===== config.mk =====
export PLATFORM = sky130hd
export DESIGN_NAME = module_rr_sched_4ch
export DESIGN_NICKNAME = d
export VERILOG_FILES = /design/src/rtl/module_rr_sched_4ch.sv
export SDC_FILE = /design/constraint.sdc
export NUM_CORES = 1
export LEC_CHECK = 0
export CAP_MARGIN = 20
export CORE_MARGIN = 1
export CORE_UTILIZATION = 40
export CTS_BUF_LIST = sky130_fd_sc_hd__clkbuf_2 sky130_fd_sc_hd__clkbuf_4 sky130_fd_sc_hd__clkbuf_8
export CTS_CLUSTER_SIZE = 28
export DETAILED_ROUTE_END_ITERATION = 7
export PLACE_DENSITY_LB_ADDON = 0.3
export SYNTH_ARGS = -nofsm -noshare
export SYNTH_HDL_FRONTEND = slang
export SYNTH_SLANG_ARGS = --single-unit

===== constraint.sdc =====
create_clock -name clk_i -period 2.25 [get_ports clk_i]
set_input_delay 0.45 -clock clk_i [delete_from_list [all_inputs] [get_ports clk_i]]
set_output_delay 0.45 -clock clk_i [all_outputs]
set_load 0.01 [all_outputs]

===== src/rtl/module_rr_sched_4ch.sv =====
// Four one-entry channel holding registers feeding a 4:1 bus mux, round-robin select. Optional counter: RR_SCHED_XFER_CNT_EN.
// Latency: load at edge t -> valid_o at edge t+1; up to one word per cycle out.
// Backpressure: sel_o/valid_o held while !ready_i; a full slot stalls its producer until drained.
module module_rr_sched_4ch #(
    parameter int BUS_WIDTH = 16,
    parameter int CNT_WIDTH = 8
) (
    input  logic                 clk_i,
    input  logic                 rst_i,
    input  logic [BUS_WIDTH-1:0] a_i,
    input  logic [BUS_WIDTH-1:0] b_i,
    input  logic [BUS_WIDTH-1:0] c_i,
    input  logic [BUS_WIDTH-1:0] d_i,
    input  logic [3:0]           valid_i,
    output logic [3:0]           ready_o,
    output logic [BUS_WIDTH-1:0] a_o,
    output logic [BUS_WIDTH-1:0] b_o,
    output logic [BUS_WIDTH-1:0] c_o,
    output logic [BUS_WIDTH-1:0] d_o,
    output logic [1:0]           sel_o,
    output logic                 valid_o,
    input  logic                 ready_i,
    output logic [CNT_WIDTH-1:0] xfer_cnt_o
);

    typedef enum logic {IDLE, GRANT} state_t;

    state_t               state, state_nxt;
    logic [3:0]           full;
    logic [1:0]           last_grant, last_grant_nxt, sel_nxt;
    logic                 valid_nxt;
    logic                 out_xfer;
    logic [3:0]           drain;
    logic [3:0]           load;
    logic [2:0]           pick;
    logic [BUS_WIDTH-1:0] din  [4];
    logic [BUS_WIDTH-1:0] hold [4];

    // Returns {found, index}: first set bit of req searching last+1 .. last+4 (mod 4).
    function automatic logic [2:0] rr_pick(input logic [3:0] req, input logic [1:0] last);
        logic [2:0] r;
        logic [1:0] idx;
        r = '0;
        for (int i = 1; i <= 4; i++) begin
            idx = last + 2'(i);
            if (!r[2] && req[idx]) r = {1'b1, idx};
        end
        return r;
    endfunction

    assign din[0] = a_i;
    assign din[1] = b_i;
    assign din[2] = c_i;
    assign din[3] = d_i;
    assign a_o    = hold[0];
    assign b_o    = hold[1];
    assign c_o    = hold[2];
    assign d_o    = hold[3];

    assign out_xfer = valid_o && ready_i;
    assign drain    = out_xfer ? (4'b0001 << sel_o) : 4'b0000;
    assign ready_o  = ~full | drain;
    assign load     = valid_i & ready_o;

    always_ff @(posedge clk_i) begin
        if (rst_i) begin
            full <= '0;
            for (int k = 0; k < 4; k++) hold[k] <= '0;
        end else begin
            for (int k = 0; k < 4; k++) begin
                if (load[k]) begin
                    hold[k] <= din[k];
                    full[k] <= 1'b1;
                end else if (drain[k]) begin
                    full[k] <= 1'b0;
                end
            end
        end
    end

    // Only registered full flags compete, so a slot loaded this cycle waits a cycle.
    always_comb begin
        state_nxt      = state;
        sel_nxt        = sel_o;
        last_grant_nxt = last_grant;
        valid_nxt      = valid_o;
        pick           = '0;
        case (state)
            IDLE: begin
                valid_nxt = 1'b0;
                pick      = rr_pick(full, last_grant);
                if (pick[2]) begin
                    sel_nxt        = pick[1:0];
                    last_grant_nxt = pick[1:0];
                    valid_nxt      = 1'b1;
                    state_nxt      = GRANT;
                end
            end
            GRANT: begin
                if (out_xfer) begin
                    pick = rr_pick(full & ~drain, last_grant);
                    if (pick[2]) begin
                        sel_nxt        = pick[1:0];
                        last_grant_nxt = pick[1:0];
                    end else begin
                        valid_nxt = 1'b0;
                        state_nxt = IDLE;
                    end
                end
            end
            default: begin
                valid_nxt = 1'b0;
                state_nxt = IDLE;
            end
        endcase
    end

    always_ff @(posedge clk_i) begin
        if (rst_i) begin
            state      <= IDLE;
            sel_o      <= 2'd0;
            valid_o    <= 1'b0;
            last_grant <= 2'd3;
        end else begin
            state      <= state_nxt;
            sel_o      <= sel_nxt;
            valid_o    <= valid_nxt;
            last_grant <= last_grant_nxt;
        end
    end

`ifdef RR_SCHED_XFER_CNT_EN
    logic [CNT_WIDTH-1:0] xfer_cnt;

    always_ff @(posedge clk_i) begin
        if (rst_i) begin
            xfer_cnt <= '0;
        end else if (out_xfer && (xfer_cnt != '1)) begin
            xfer_cnt <= xfer_cnt + CNT_WIDTH'(1);
        end
    end

    assign xfer_cnt_o = xfer_cnt;
`else
    assign xfer_cnt_o = '0;
`endif

endmodule


==> results of run 1 <==
[per-stage QoR]
step                      instance area [um2]  total power, mW
after floorplan                          3290             2.00
after global placement                   4930             2.41
after detailed placement                 4930             2.42
after CTS                                5130             3.46
after global routing                     5130             3.57
final                                    5130             3.43
[sequential cells by signal, summed over array words and instances, names as in the netlist]
name / cells
valid_o: 1
hold: 64
state: 1
sel_o: 2
full: 4
last_grant: 2
[cells by family (layout without fill, tap and decap cells)]
family                 count (synthesis)  after routing  share of synthesized area
AND/OR/NAND/NOR                      111            111                      0.197
flip-flops                            74             74                      0.650
AO/OA/AOI/OAI                         39             39                     0.0977
buffers and inverters                 29            188                     0.0517
other                                  1              8                    0.00115
multiplexers                           1              1                    0.00307
[worst max-delay path by stage]
stage / start / to / slack (ns) / cells past startpoint
floorplan: ready_i / hold[1][0]$_SDFFCE_PN0P_ / 0.46 / 6
global placement: ready_i / ready_o[3] / -0.23 / 5
detailed placement: ready_i / ready_o[3] / -0.23 / 5
CTS: sel_o[0]$_SDFFE_PP0P_ / ready_o[1] / 0.03 / 4
global route: sel_o[1]$_SDFFE_PP0P_ / ready_o[1] / 0.01 / 4
finish: ready_i / ready_o[3] / 0.07 / 5
[cell usage in the layout, fill, tap and decap left out, types with 2 or more instances in the layout]
master and n:
clkdlybuf4s50_1 140, and2_1 64, edfxtp_1 64, nand2_1 17, buf_4 17, nor2_1 14, clkbuf_8 9, inv_1 8
a21oi_1 8, conb_1 8, dfxtp_1 7, buf_12 5, nand3_1 4, nand4b_1 3, a31oi_1 3, o211ai_1 3
a21oi_2 2, a211oi_2 2, a211oi_1 2, o21ai_0 2, a32oi_1 2, o21a_1 2, inv_6 2, clkinv_2 2
dfxtp_2 2
[worst min-delay path, cell delays in order, from the launching register on]
cell and delay (ns):
dfxtp_2 0.38, nand2_1 0.07, a21oi_1 0.06
[per-layer routing]
metal,vias up,track usage
li1,1213,-
met1,1140,0.229
met2,105,0.335
met3,13,0.0493
met4,0,0.0938
met5,-,0
[power groups by stage]
stage                     clock [mW]  combinational [mW]  sequential, mW
after floorplan                    0               0.261            1.74
after global placement             0               0.694            1.71
after detailed placement           0               0.699            1.72
after CTS                       1.07               0.703            1.69
after global routing            1.12               0.748            1.70
final                           1.04               0.698            1.69
[final cells by class]
cell class | instances | area share
tap | 102 | 0.0249
multi-input combinational | 159 | 0.195
clock buffer | 10 | 0.0256
timing repair buffer | 163 | 0.319
inverter | 9 | 0.00756
sequential | 74 | 0.415
clock inverter | 6 | 0.0127
[repair_timing]
| item | in CTS | in global routing |
|---|---|---|
| buffers inserted | 0 | 0 |
| pin swaps | 0 | 0 |
| gates cloned | 0 | 0 |
| hold endpoints to repair | 0 | 0 |
| resized for setup | 4 | 2 |
| endpoints found under the setup margin | 4 | 2 |
| hold buffers | 0 | 0 |
==> metrics.md, run 1 <==
| Metric | Value |
|---|---|
| Clock buffer count from CTS | 9 |
| HP Class | reg -> reg |
| Cell Area, Synth | 3270 um2 |
| Clock Skews | 0.0118 ns |
| Final core utilization | 0.657 |
| CTS tree | done |
| EDFF count, synth | 64 |
| GRT Resource Usage Total | 0.196 |
| Critical R2R Launch | valid_o$_SDFFE_PP0P_ |
| Dpl hpwl | 6040 um |
| Worst-path clk slew | 0.08 ns |
| Crit-path slowest cell | clkdlybuf4s50_1 |
| Initial DRC Count | 70 |
| Yosys reg bits | 74 |
| Hold Path End | sel_o[1]$_SDFFE_PP0P_ |
| Yosys top cell area share | 0.589 |
| Layout cells sized above 1 | 0.133 |
| Seq pwr share | 0.492 |
| Uppermost layer routed | met4 |
| Synth warnings | 0 |
| Clk buf depth | 2 |
| Crit path max-delay family | buffers and inverters |
| Switching share of total power | 0.255 |
| Root buffer cell | clkbuf_8 |
| Post-route setup TNS | 0 ns |
| GRT overflow | 0 |
| DRC viols | 0 |
| Antenna violations before repair | 0 |
| Cells along the critical path | clkdlybuf4s15_1 > nand2_1 > o21a_4 > clkinv_4 > clkdlybuf4s50_1 |
| Std cell rows | 32 |
| Buf/Inv on CP | 3 |
| Critical R2R Capture | sel_o[0]$_SDFFE_PP0P_ |
| Crit-path max FO | 6 |
| Largest net degree at the start of global routing | 17 |
| Final hold violation count | 0 |
| Area of the multi-input gates | 1000 um2 |
| Post-synthesis sequential area ratio | 0.650 |
| Clock Power Share | 0.304 |
| Crit path kind | in -> out |
| Pre-CTS setup slack | -0.232 ns |
| FFs w/ async S/R, synth | 0 |
| Fillcell total | 618 |
| Post-synth top area cell | edfxtp_1 |
| Req. time, crit path | 1.80 ns |
| Buffers on Ports | 141 |
| Actual slew at the worst max-slew pin | 0.764 ns |
| Crit path largest cell delay | 0.53 ns |
| Met3 Routed Length | 589 um |
| Final non-filler cell total | 523 |
| Antenna diode count | 0 |
| Area grow syn2layout | 57.1% |
| Net Switching | 0.873 mW |
| Unrepaired setup endpoints after global routing | false |
| PD cells | 668 nW/um2 |
| I/O pins | 150 |
| WL met2 | 4100 um |
| CTS Sinks | 74 |
| CP arrival | 1.73 ns |
| Int Power | 2.56 mW |
| Most instantiated cells after synthesis | and2_1, edfxtp_1, nand2_1 |
| Worst reg2reg setup slack | 0.44 ns |
| Via count | 2,471 |
| Critical Path Start Type | input port |
| Fin crit period | 2.18 ns |
| Die X | 92.4 um |
| Static leakage | 1.98 nW |
| Logic gate share of total power | 0.204 |
| Final setup vio count | 0 |
| Die footprint | 8530 um2 |
| Post-synth top flop | edfxtp_1 |
| Status | complete, no violations |
| R2R depth | 7 |
| CP endpoint kind | primary output |
| Routed wire length | 8090 um |
| Synth cell types | 47 |
| Core Area | 7810 um2 |
| Slew Limit Fails | 0 |
| Initial Utilization | 0.418 |
| Gate Count Post-Synth | 255 |
| Worst-case hold slack | 0.545 ns |
| Routed metal-1 wire length | 3250 um |
| Max VDD drop | 0.340 mV |
| Final period utilization | 0.970 |
| Fin nets | 487 |
| Storage cell area | 2130 um2 |
| Mapped Avg Cell Area | 12.8 um2 |
| Cell total after placement | 507 |
| Hold Path Stages | 2 |
| Final Wtd Congestion | 0.907 |
| H-tree levels | 3 |
| First-pass DRT Iterations | 4 |
| Vias in the first global route | 2,365 |
| Clk Latency, worst-skew pair | 0.35 ns |
| First-pass GRT wire length | 12,300 um |
| Wire per inst | 15.5 um |
| FMAX | 0.458 GHz |
| Post-DRT Antenna Nets | 0 |
| Area contributors post-synth | edfxtp_1, and2_1, dfxtp_1 |
| Hold_sp | sel_o[1]$_SDFFE_PP0P_ |
| DR vias/cell | 4.72 |
| Die H | 92.4 um |
| Max-cap violations | 0 |
| Worst slew margin | 0.489 |
| Final worst slack | 0.0676 ns |
No activity file was read; power rests on OpenSTA's default activity.
==> run 2, diff against run 1 <==
- CELL_PAD_IN_SITES_DETAIL_PLACEMENT: default -> 0
- CELL_PAD_IN_SITES_GLOBAL_PLACEMENT: default -> 1
- CORE_UTILIZATION: 40 -> 33
==> run 2 against run 1 <==
Setup slack better by 0.018 ns; sequential share of layout area hardly changed; critical path depth is 2 lower; first-iteration DRC count is 33% higher; cell count is 5.0% higher; sequential power hardly changed; register-to-register slack hardly changed; critical endpoint is now ready_o[0].
==> metrics.md, run 2 (same netlist as run 1, synthesis figures left out) <==
| Metric | Value |
|---|---|
| Status | complete, no violations (unchanged) |
| Worst slew margin | 0.524 (was 0.489) |
| Clock buffer count from CTS | 9 (unchanged) |
| Dpl hpwl | 5800 um (was 6040 um) |
| DR vias/cell | 4.49 (was 4.72) |
| First-pass DRT Iterations | 4 (unchanged) |
| Initial DRC Count | 93 (was 70) |
| Final worst slack | 0.0858 ns (was 0.0676 ns) |
| HP Class | reg -> reg (unchanged) |
| GRT Resource Usage Total | 0.156 (was 0.196) |
| GRT overflow | 0 (unchanged) |
| Final period utilization | 0.962 (was 0.970) |
| Wire per inst | 14.3 um (was 15.5 um) |
| Total power | 3.41 mW (was 3.43 mW) |
| Root buffer cell | clkbuf_8 (unchanged) |
| I/O pins | 150 (unchanged) |
| CP endpoint kind | primary output (unchanged) |
| Die H | 101 um (was 92.4 um) |
| Clk Latency, worst-skew pair | 0.35 ns (about the same) |
| Slew Limit Fails | 0 (unchanged) |
| Final hold violation count | 0 (unchanged) |
| Std cell rows | 35 (was 32) |
| Req. time, crit path | 1.80 ns (about the same) |
| Antenna diode count | 0 (unchanged) |
| H-tree levels | 3 (unchanged) |
| Biggest regs | hold: 64 flops, full: 4 flops (unchanged) |
| Most frequent cells in the layout | clkdlybuf4s50_1, and2_1, edfxtp_1 (unchanged) |
| Initial Utilization | 0.347 (was 0.418) |
| Worst-path clk slew | 0.08 ns (about the same) |
| Unrepaired setup endpoints after global routing | false (unchanged) |
| Hold-fix buffers, CTS | 0 (unchanged) |
| Clk buf depth | 2 (unchanged) |
| Via count | 2,463 (was 2,471) |
| First-pass GRT wire length | 12,000 um (was 12,300 um) |
| Fin crit period | 2.16 ns (was 2.18 ns) |
| Largest net degree at the start of global routing | 17 (unchanged) |
| Critical Path Start Type | flip-flop (was input port) |
| Crit-path max FO | 10 (was 6) |
| Fin nets | 486 (was 487) |
| CP arrival | 1.71 ns (was 1.73 ns) |
| Antenna violations before repair | 0 (unchanged) |
| Post-DRT Antenna Nets | 0 (unchanged) |
| Max reg flops | 64 (unchanged) |
| FMAX | 0.462 GHz (was 0.458 GHz) |
| Actual slew at the worst max-slew pin | 0.711 ns (was 0.764 ns) |
| Post-route setup TNS | 0 ns (unchanged) |
| Layout cells sized above 1 | 0.136 (was 0.133) |
| Crit path kind | reg -> out (was in -> out) |
| Max VDD drop | 0.261 mV (was 0.340 mV) |
| Clock Skews | 0.0142 ns (was 0.0118 ns) |
| Max-cap violations | 0 (unchanged) |
| Die footprint | 10,300 um2 (was 8530 um2) |
| Buffers on Ports | 141 (unchanged) |
| Vias in the first global route | 2,417 (was 2,365) |
| Die X | 101 um (was 92.4 um) |
| Static leakage | 1.98 nW (about the same) |
| Pre-CTS setup slack | -0.293 ns (was -0.232 ns) |
| Commonest non-fill, non-tap cell in the layout | clkdlybuf4s50_1 (unchanged) |
| Routed wire length | 7870 um (was 8090 um) |
| Core Area | 9420 um2 (was 7810 um2) |
| Fillcell total | 806 (was 618) |
| Biggest register | hold (unchanged) |
| Area grow syn2layout | 57.7% (was 57.1%) |
| # Post-CTS Setup Buffers | 0 (unchanged) |
| Final Wtd Congestion | 0.869 (was 0.907) |
| Final setup vio count | 0 (unchanged) |
| CTS Sinks | 74 (unchanged) |
| CTS tree | done (unchanged) |
| PD cells | 663 nW/um2 (was 668 nW/um2) |
| DRC viols | 0 (unchanged) |
-- run 2: what timing repair did --
item	4_1_cts	5_1_grt
setup endpoints to repair	4	4
pin swaps	0	0
gates resized for setup	6	5
-- run 2: layout make-up --
cell class	instances	area [um2]	area share
Clock buffer	10	131	0.0255
Timing Repair Buffer	162	1620	0.314
Sequential cell	74	2130	0.415
Inverter	9	38.8	0.00753
Clock inverter	6	65.1	0.0126
Multi-Input combinational cell	159	1000	0.194
Tap cell	129	161	0.0313
-- run 2: metal layers --
| layer | track usage | share of wire |
|---|---|---|
| met5 | 0 | 0 |
| met4 | 0.0669 | 0.027 |
| met3 | 0.0580 | 0.083 |
| met2 | 0.257 | 0.48 |
| met1 | 0.183 | 0.41 |
-- run 2: power breakdown --
group | leakage (nW) | internal, mW | switching, mW
clock network | 0.100 | 0.529 | 0.503
registers | 0.776 | 1.61 | 0.0807
logic | 1.10 | 0.410 | 0.276
total | 1.98 | 2.55 | 0.860
-- run 2: final timing paths --
check,start,end,depth (start not counted),slack [ns]
max,sel_o[0]$_SDFFE_PP0P_,ready_o[0],3,0.09
min,sel_o[1]$_SDFFE_PP0P_,sel_o[1]$_SDFFE_PP0P_,2,0.55
max reg2reg,valid_o$_SDFFE_PP0P_,last_grant[1]$_SDFFE_PP1P_,7,0.44
min reg2reg,sel_o[1]$_SDFFE_PP0P_,sel_o[1]$_SDFFE_PP0P_,2,0.55
-- run 2: per-stage QoR --
stage,std cells,hold slack [ns],instance area (um2),util
floorplan,262,0.551,3290,-
global placement,533,0.597,4940,0.525
detailed placement,533,0.596,4940,0.525
CTS,549,0.545,5140,0.546
global route,549,0.572,5150,0.547
finish,549,0.545,5150,0.547
-- run 2: worst max-delay path: stages (launching register included) --
cell,delay [ns]
dfxtp_4,0.39
and4bb_1,0.29
nand2b_4,0.14
clkdlybuf4s50_1,0.54
